--- config.mk ---
export PLATFORM = sky130hd
export DESIGN_NAME = dm_arbiter
export DESIGN_NICKNAME = d
export VERILOG_FILES = /design/src/rtl/dm_arbiter_pkg.sv /design/src/rtl/dm_arbiter_rr_arb2.sv /design/src/rtl/dm_arbiter.sv
export SDC_FILE = /design/constraint.sdc
export NUM_CORES = 1
export LEC_CHECK = 0
export BUFFER_PORTS_ARGS = -buffer_cell sky130_fd_sc_hd__buf_4
export CAP_MARGIN = 25
export CORE_MARGIN = 2
export CORE_UTILIZATION = 41
export CTS_BUF_LIST = sky130_fd_sc_hd__clkbuf_8
export DETAILED_ROUTE_END_ITERATION = 10
export PLACE_DENSITY = 0.87
export SETUP_SLACK_MARGIN = 0.4
export SYNTH_ARGS = -nofsm -noshare
export SYNTH_HDL_FRONTEND = slang
export SYNTH_SLANG_ARGS = --single-unit
export TNS_END_PERCENT = 50
--- constraint.sdc ---
create_clock -name clk -period 2.26 [get_ports clk]
set_input_delay 0 -clock clk [delete_from_list [all_inputs] [get_ports clk]]
set_output_delay 0 -clock clk [all_outputs]
set_load 0.02 [all_outputs]
--- src/rtl/dm_arbiter_pkg.sv ---
// Shared definitions for the dm arbiter: DM_* access codes (same encodings as the
// ctrl_encode_def defines), arbiter FSM state encodings and the misalignment rule.
package dm_arbiter_pkg;

    localparam logic [2:0] DM_LB  = 3'b000;
    localparam logic [2:0] DM_LH  = 3'b001;
    localparam logic [2:0] DM_LW  = 3'b010;
    localparam logic [2:0] DM_LBU = 3'b100;
    localparam logic [2:0] DM_LHU = 3'b101;
    localparam logic [2:0] DM_SB  = 3'b000;
    localparam logic [2:0] DM_SH  = 3'b001;
    localparam logic [2:0] DM_SW  = 3'b010;

    typedef enum logic [1:0] {
        ARB_IDLE   = 2'd0,
        ARB_ACCESS = 2'd1,
        ARB_RESP   = 2'd2
    } arb_state_t;

    // Byte ops never misalign, halfwords need addr[0]=0, words and undefined codes addr[1:0]=0.
    function automatic logic dm_misaligned(input logic [2:0] op, input logic [1:0] lo);
        case (op)
            DM_LB, DM_LBU: dm_misaligned = 1'b0;
            DM_LH, DM_LHU: dm_misaligned = lo[0];
            default:       dm_misaligned = (lo != 2'b00);
        endcase
    endfunction

endpackage

--- src/rtl/dm_arbiter_rr_arb2.sv ---
// Two-requester round-robin picker; the last-grant pointer favours port 0 after reset.
module rr_arb2 (
    input  logic       clk,
    input  logic       rst,
    input  logic       en,
    input  logic [1:0] req,
    output logic [1:0] gnt
);

    logic last_reg;

    always_comb begin
        gnt = 2'b00;
        if (en) begin
            if (req == 2'b11)
                gnt = last_reg ? 2'b01 : 2'b10;
            else
                gnt = req;
        end
    end

    always_ff @(posedge clk or posedge rst) begin
        if (rst)
            last_reg <= 1'b1;
        else if (gnt[0])
            last_reg <= 1'b0;
        else if (gnt[1])
            last_reg <= 1'b1;
    end

endmodule

--- src/rtl/dm_arbiter.sv ---
// Shares the single-port data memory between two requesters: one registered access
// per transaction, misaligned accesses answered with rerr and never written.
module dm_arbiter
    import dm_arbiter_pkg::*;
#(
    parameter int AW = 9,
    parameter int DW = 32
) (
    input  logic          clk,
    input  logic          rst,
    input  logic          req0,
    input  logic          req1,
    input  logic          we0,
    input  logic          we1,
    input  logic [2:0]    op0,
    input  logic [2:0]    op1,
    input  logic [AW-1:0] addr0,
    input  logic [AW-1:0] addr1,
    input  logic [DW-1:0] wdata0,
    input  logic [DW-1:0] wdata1,
    output logic          gnt0,
    output logic          gnt1,
    output logic          rvalid0,
    output logic          rvalid1,
    output logic [DW-1:0] rdata,
    output logic          rerr,
    output logic          mem_wr,
    output logic [2:0]    mem_op,
    output logic [AW-1:0] mem_addr,
    output logic [DW-1:0] mem_din,
    input  logic [DW-1:0] mem_dout
);

    arb_state_t state_reg, state_next;

    logic [1:0]    req_vec, gnt_vec, rvalid_vec;
    logic          sel;
    logic          sel_we;
    logic [2:0]    sel_op;
    logic [AW-1:0] sel_addr;
    logic [DW-1:0] sel_wdata;

    logic          owner_reg, we_reg, mis_reg;
    logic [2:0]    op_reg;
    logic [AW-1:0] addr_reg;
    logic [DW-1:0] wdata_reg, rdata_reg;

    assign req_vec = {req1, req0};

    rr_arb2 u_rr (
        .clk (clk),
        .rst (rst),
        .en  (state_reg == ARB_IDLE),
        .req (req_vec),
        .gnt (gnt_vec)
    );

    assign gnt0      = gnt_vec[0];
    assign gnt1      = gnt_vec[1];
    assign sel       = gnt_vec[1];
    assign sel_we    = sel ? we1    : we0;
    assign sel_op    = sel ? op1    : op0;
    assign sel_addr  = sel ? addr1  : addr0;
    assign sel_wdata = sel ? wdata1 : wdata0;

    always_comb begin
        state_next = state_reg;
        case (state_reg)
            ARB_IDLE:   if (|req_vec) state_next = ARB_ACCESS;
            ARB_ACCESS: state_next = ARB_RESP;
            ARB_RESP:   state_next = ARB_IDLE;
            default:    state_next = ARB_IDLE;
        endcase
    end

    always_ff @(posedge clk or posedge rst) begin
        if (rst)
            state_reg <= ARB_IDLE;
        else
            state_reg <= state_next;
    end

    always_ff @(posedge clk or posedge rst) begin
        if (rst) begin
            owner_reg <= 1'b0;
            we_reg    <= 1'b0;
            mis_reg   <= 1'b0;
            op_reg    <= '0;
            addr_reg  <= '0;
            wdata_reg <= '0;
            rdata_reg <= '0;
        end else begin
            if (|gnt_vec) begin
                owner_reg <= sel;
                we_reg    <= sel_we;
                mis_reg   <= dm_misaligned(sel_op, sel_addr[1:0]);
                op_reg    <= sel_op;
                addr_reg  <= sel_addr;
                wdata_reg <= sel_wdata;
            end
            // Stores and rejected accesses report zero data.
            if (state_reg == ARB_ACCESS)
                rdata_reg <= (!we_reg && !mis_reg) ? mem_dout : '0;
        end
    end

    // mem_wr is combinational on state so an asynchronous reset kills it at once.
    assign mem_wr   = (state_reg == ARB_ACCESS) && we_reg && !mis_reg;
    assign mem_op   = op_reg;
    assign mem_addr = addr_reg;
    assign mem_din  = wdata_reg;
    assign rdata    = rdata_reg;
    assign rerr     = (state_reg == ARB_RESP) && mis_reg;

    for (genvar gi = 0; gi < 2; gi++) begin : g_rvalid
        assign rvalid_vec[gi] = (state_reg == ARB_RESP) && (owner_reg == 1'(gi));
    end

    assign rvalid0 = rvalid_vec[0];
    assign rvalid1 = rvalid_vec[1];

endmodule

### After elaboration in Yosys (flattened, before gate mapping)

Index checks and enable logic that the tools add are counted.

* equal/unequal tests: 7
* multiplexer cells: 13
* bitwise gates (word level): 1
* reduce and logical (&&, ||, !) cells: 16

Operator list (count)
* 2-to-1 mux 32 bit: 2
* 2-to-1 mux 9 bit: 1
* 2-to-1 mux 2 bit: 4
* OR reduction 2 bit: 4
* equality test 3 bit, second input constant: 2
* logical AND 1 bit: 6
* equality test 2 bit, second input constant: 2
* case mux 2 bit (2 select lines): 1
* nonzero test 2 bit: 2
* equality test 3 x 1 -> 1 bit, second input constant: 1
* zero test 3 bit: 1
* 2-to-1 mux 1 bit: 3
* 2-to-1 mux 3 bit: 1
* equality test 2 x 1 -> 1 bit, second input constant: 1
* zero test 1 bit: 2
* zero test 2 bit: 1
* != test 2 bit, second input constant: 1
* case mux 1 bit (2 select lines): 1
* NOT 1 bit: 1

* flip-flop bits (word level): 82
* bits of input ports: 126
* output and inout port bits: 82

### Logic depth before layout (Yosys ltp)

* depth in word-level cells: 7
* gate-level depth with buffers: 5

### By module

A second synthesis with hierarchy kept.

* cells, all modules: 299
* area, all modules: 3489.6 um^2

By module, submodules not included
* dm_arbiter: times used 1, cells an instance 290, area an instance 3423.3 um^2, sequential area each 2026.9 um^2
* rr_arb2: times used 1, cells an instance 9, area an instance 66.3 um^2, sequential area each 26.3 um^2

### Least setup slack after synthesis

No wires, ideal clock.

* path kind: register to register
* from: reg state_reg[0]
* to: reg mis_reg
* arrival time: 1.463 ns
* setup slack: 0.715 ns
* stages on the path, launching flop included: 4
* cells stage by stage: dfrtp_1 or3b_4 or4_1 a31oi_1

* word-level cells in the longest chain between the ends: 6
* elaborated cells on any way between the ends: 13

RTL lines
* start: declaration: line dm_arbiter.sv:34 `arb_state_t state_reg, state_next;`
* start signal: assignment: line dm_arbiter.sv:80 `state_reg <= state_next;`
* zero test 2 bit (*): line dm_arbiter.sv:53 `.en (state_reg == ARB_IDLE),`
* 2-to-1 mux 2 bit (*): line dm_arbiter_rr_arb2.sv:14 `if (en) begin`
* 2-to-1 mux 3 bit: line dm_arbiter.sv:62 `assign sel_op = sel ? op1 : op0;`
* equality test 3 x 1 -> 1 bit (tied with other cells): line dm_arbiter_pkg.sv:22 `case (op)`
* OR reduction 2 bit: line dm_arbiter_pkg.sv:22
* case mux 1 bit (2 select lines): line dm_arbiter_pkg.sv:22
* end signal: assignment: line dm_arbiter.sv:96 `mis_reg <= dm_misaligned(sel_op, sel_addr[1:0]);`
* end: declaration: line dm_arbiter.sv:43 `logic owner_reg, we_reg, mis_reg;`

Mark *: on every way between the ends. The rest lies on a longest branch, timed or not.
A chain may end at the register's enable or synchronous reset.

### Worst setup path after layout

* from: reg state_reg[1]
* to: out mem_wr

* word-level cells in the longest chain between the ends: 3

RTL lines
* equality test 2 x 1 -> 1 bit: line dm_arbiter.sv:108 `assign mem_wr = (state_reg == ARB_ACCESS) && we_reg && !mis_reg;`
* logical AND 1 bit (2 in a row): line dm_arbiter.sv:108
* end: declaration: line dm_arbiter.sv:27 `output logic mem_wr,`

Every way passes these cells.

==> impl_metrics.env <==
export IMPL_status="complete, no violations"
export IMPL_worst_path_largest_cell_delay_ns=0.47
export IMPL_cts_setup_buffers=0
export IMPL_critPathTopFamily="simple AND/OR/NAND/NOR gates"
export IMPL_fillCellCount=500
export IMPL_wl_per_cell_um=20.9
export IMPL_grtUsageTotal_pct=33.9
export IMPL_yosys_warnings=0
export IMPL_r2r_start="state_reg[0]$_DFFE_PP0P_"
export IMPL_synth_top_area_cell="dfrtp_1"
export IMPL_initial_core_util_pct=41.9
export IMPL_drt_iter0_markers=325
export IMPL_crit_path_cell_trace="nand2b_1 -> buf_4 -> nor3b_1 -> buf_4"
export IMPL_path_class="reg -> out"
export IMPL_r2r_cells=4
export IMPL_whs_endpoint="we_reg$_DFFE_PP0P_"
export IMPL_hp_start="req0"
export IMPL_final_setup_viol_count=0
export IMPL_max_cap_violations=0
export IMPL_rsz0062_at_grt="true"
export IMPL_finalClockSkew_ns=0.0104
export IMPL_worstMarginPinSlew_ns=0.699
export IMPL_dieArea_um2=9630
export IMPL_worstSkewPairLatency_ns=0.35
export IMPL_cts_sinks=82
export IMPL_place_gp_congestion=0.832
export IMPL_power_w=0.00838
export IMPL_synth_net_count=491
export IMPL_seqCellArea_um2=2050
export IMPL_hp_class="in -> reg"
export IMPL_antenna_found_initial=1
export IMPL_grt_max_degree=49
export IMPL_vdd_ir_drop_max_mv=0.616
export IMPL_yosys_register_bits=82
export IMPL_fp_row_count=34
export IMPL_yosysSeqAreaShare_pct=56.5
export IMPL_avgSynthCellArea_um2=9.95
export IMPL_multiInputGateArea_um2=1420
export IMPL_period_minus_slack_ns=1.80
export IMPL_worst_path_most_repeated_cell="buf_4"
export IMPL_syn_cell_area_um2=3630
export IMPL_netlist_top_cells_area="dfrtp_1, a31oi_1, a22o_1, a21oi_1, nand3_1"
export IMPL_antenna_left=0
export IMPL_grt_pass1_vias=4756
export IMPL_finalCritPeriodShare_pct=79.6
export IMPL_final_cell_mix="buf_4, dlygate4sd3_1, dfrtp_1"
export IMPL_synthCells=365
export IMPL_hold_viol_final=0
export IMPL_vias_per_cell=5.85
export IMPL_io_pins=208
export IMPL_maxSlewHeadroom_pct=53.3
export IMPL_crit_arrival_ns=1.80
export IMPL_vias=4639
export IMPL_dpl_cell_area_um2=5310
export IMPL_htreeDepth=3
export IMPL_slowest_stage="dfrtp_1"
export IMPL_area_delta_synth_final_pct=85.4
export IMPL_fin_area_um2=6740
export IMPL_hpwlAfterDp_um=8330
export IMPL_synth_top_area_share_pct=55.8
export IMPL_cp_max_fo=33
export IMPL_first_pass_iters=7
export IMPL_cp_start_kind="flop"
export IMPL_overflow=0
export IMPL_setup_tns_ns=0
export IMPL_clockBufferDepth=2
export IMPL_drc=0
export IMPL_r2r_slack_ns=0.53
export IMPL_yosysUniqueCellTypes=25
export IMPL_fmax_ghz=0.556
export IMPL_cp_end_kind="output pin"
export IMPL_timing_rr_end="mem_addr[6]$_DFFE_PP0P_"
export IMPL_power_leakage_nw=3.10
export IMPL_fp_coreArea_um2=8680
export IMPL_clk_pin_slew_ns=0.09
export IMPL_p_per_area_nw_per_um2=1240
export IMPL_critPathBufInv=2
export IMPL_cts_tree="yes"
export IMPL_nets=805
export IMPL_io_buffers=207
export IMPL_cts_made_buffers=9
export IMPL_whs_path_depth=5
export IMPL_grt_pass1_wl_um=25600
export IMPL_die_h_um=98.1
export IMPL_startpoint="state_reg[1]$_DFFE_PP0P_"
export IMPL_dieWidth_um=98.1
export IMPL_drv_slew=0
export IMPL_drive_above_1_share_pct=36.1
export IMPL_final_common_cell="buf_4"
export IMPL_critical_path_required_ns=2.26
export IMPL_clock_root_buffer="clkbuf_8"
export IMPL_drt_wl_total_um=16600
[per-stage QoR]
| step | utilization [%] | hold WS, ns | std cells | setup slack [ns] |
|---|---|---|---|---|
| 2_1_floorplan | - | 0.124 | 365 | 0.715 |
| 3_3_place_gp | 61.2 | 0.127 | 653 | 0.650 |
| 3_5_place_dp | 61.2 | 0.140 | 653 | 0.575 |
| 4_1_cts | 77.4 | 0.184 | 792 | 0.435 |
| 5_1_grt | 77.6 | 0.214 | 793 | 0.403 |
| 6_report | 77.6 | 0.207 | 793 | 0.460 |
[logic make-up (layout without fill, tap and decap cells)]
kind of cell | Yosys count | after routing | synth area share, %
and+or+nand+nor | 63 | 63 | 9.37
DFF | 82 | 82 | 56.5
buffers and inverters | 45 | 364 | 4.92
AOI/OAI and AO/OA | 175 | 175 | 29.2
other | 0 | 1 | 0
[cell type report]
type / instances / share of cell area [%]
Tap cell: 108 / 2.01
Multi-Input combinational cell: 238 / 21.1
Clock inverter: 7 / 0.762
Antenna cell: 1 / 0.0372
Clock buffer: 9 / 1.84
Timing Repair Buffer: 344 / 43.5
Inverter: 4 / 0.279
Sequential cell: 82 / 30.5
[what timing repair did]
action	CTS	global route
gates resized for setup	0	5
hold endpoints to repair	106	0
setup endpoints to repair	0	7
hold buffers	123	0
[metal layers]
layer	vias up	track usage, %	share of wire (%)
met5	-	0	0
li1	2000	-	-
met3	80	10.1	9.0
met4	0	15.5	4.8
met1	2221	38.4	36
met2	338	59.1	51
[synthesized netlist by cell type]
cell and instances:
buf_1 7, a21o_1 1, a21oi_1 49, clkbuf_1 26
or3b_4 1, o21ai_1 3, o22ai_1 1, nor3_2 1
nor2_1 4, buf_2 8, a22o_1 32, nand3_1 45
or2_2 1, inv_1 4, dfrtp_1 81, nand2b_1 1
nor3b_1 4, or4_1 1, dfstp_2 1, o21ai_0 42
and2_1 2, and3b_1 1, o221ai_1 1, a31oi_1 46
nand2_1 2
[worst min-delay path, delay by kind of cell]
family                 cells  cell delay, ns
buffers and inverters      2            0.29
and+or+nand+nor            2            0.16
AOI/OAI and AO/OA          1            0.07
[worst max-delay path by stage]
stage / to / depth (start not counted)
final: mem_wr / 4
after global routing: gnt1 / 4
after CTS: gnt0 / 5
after detailed placement: mem_addr[6]$_DFFE_PP0P_ / 4
after global placement: mis_reg$_DFFE_PP0P_ / 3
after floorplan: mis_reg$_DFFE_PP0P_ / 3
[power by group]
part           leakage [nW]  switching, W  total [W]  internal (W)
logic                  2.02       0.00273    0.00465       0.00193
clock network        0.0860      0.000583   0.000989      0.000405
registers             0.995      0.000533    0.00274       0.00220
Note: power is estimated with default switching activity, not from simulation.
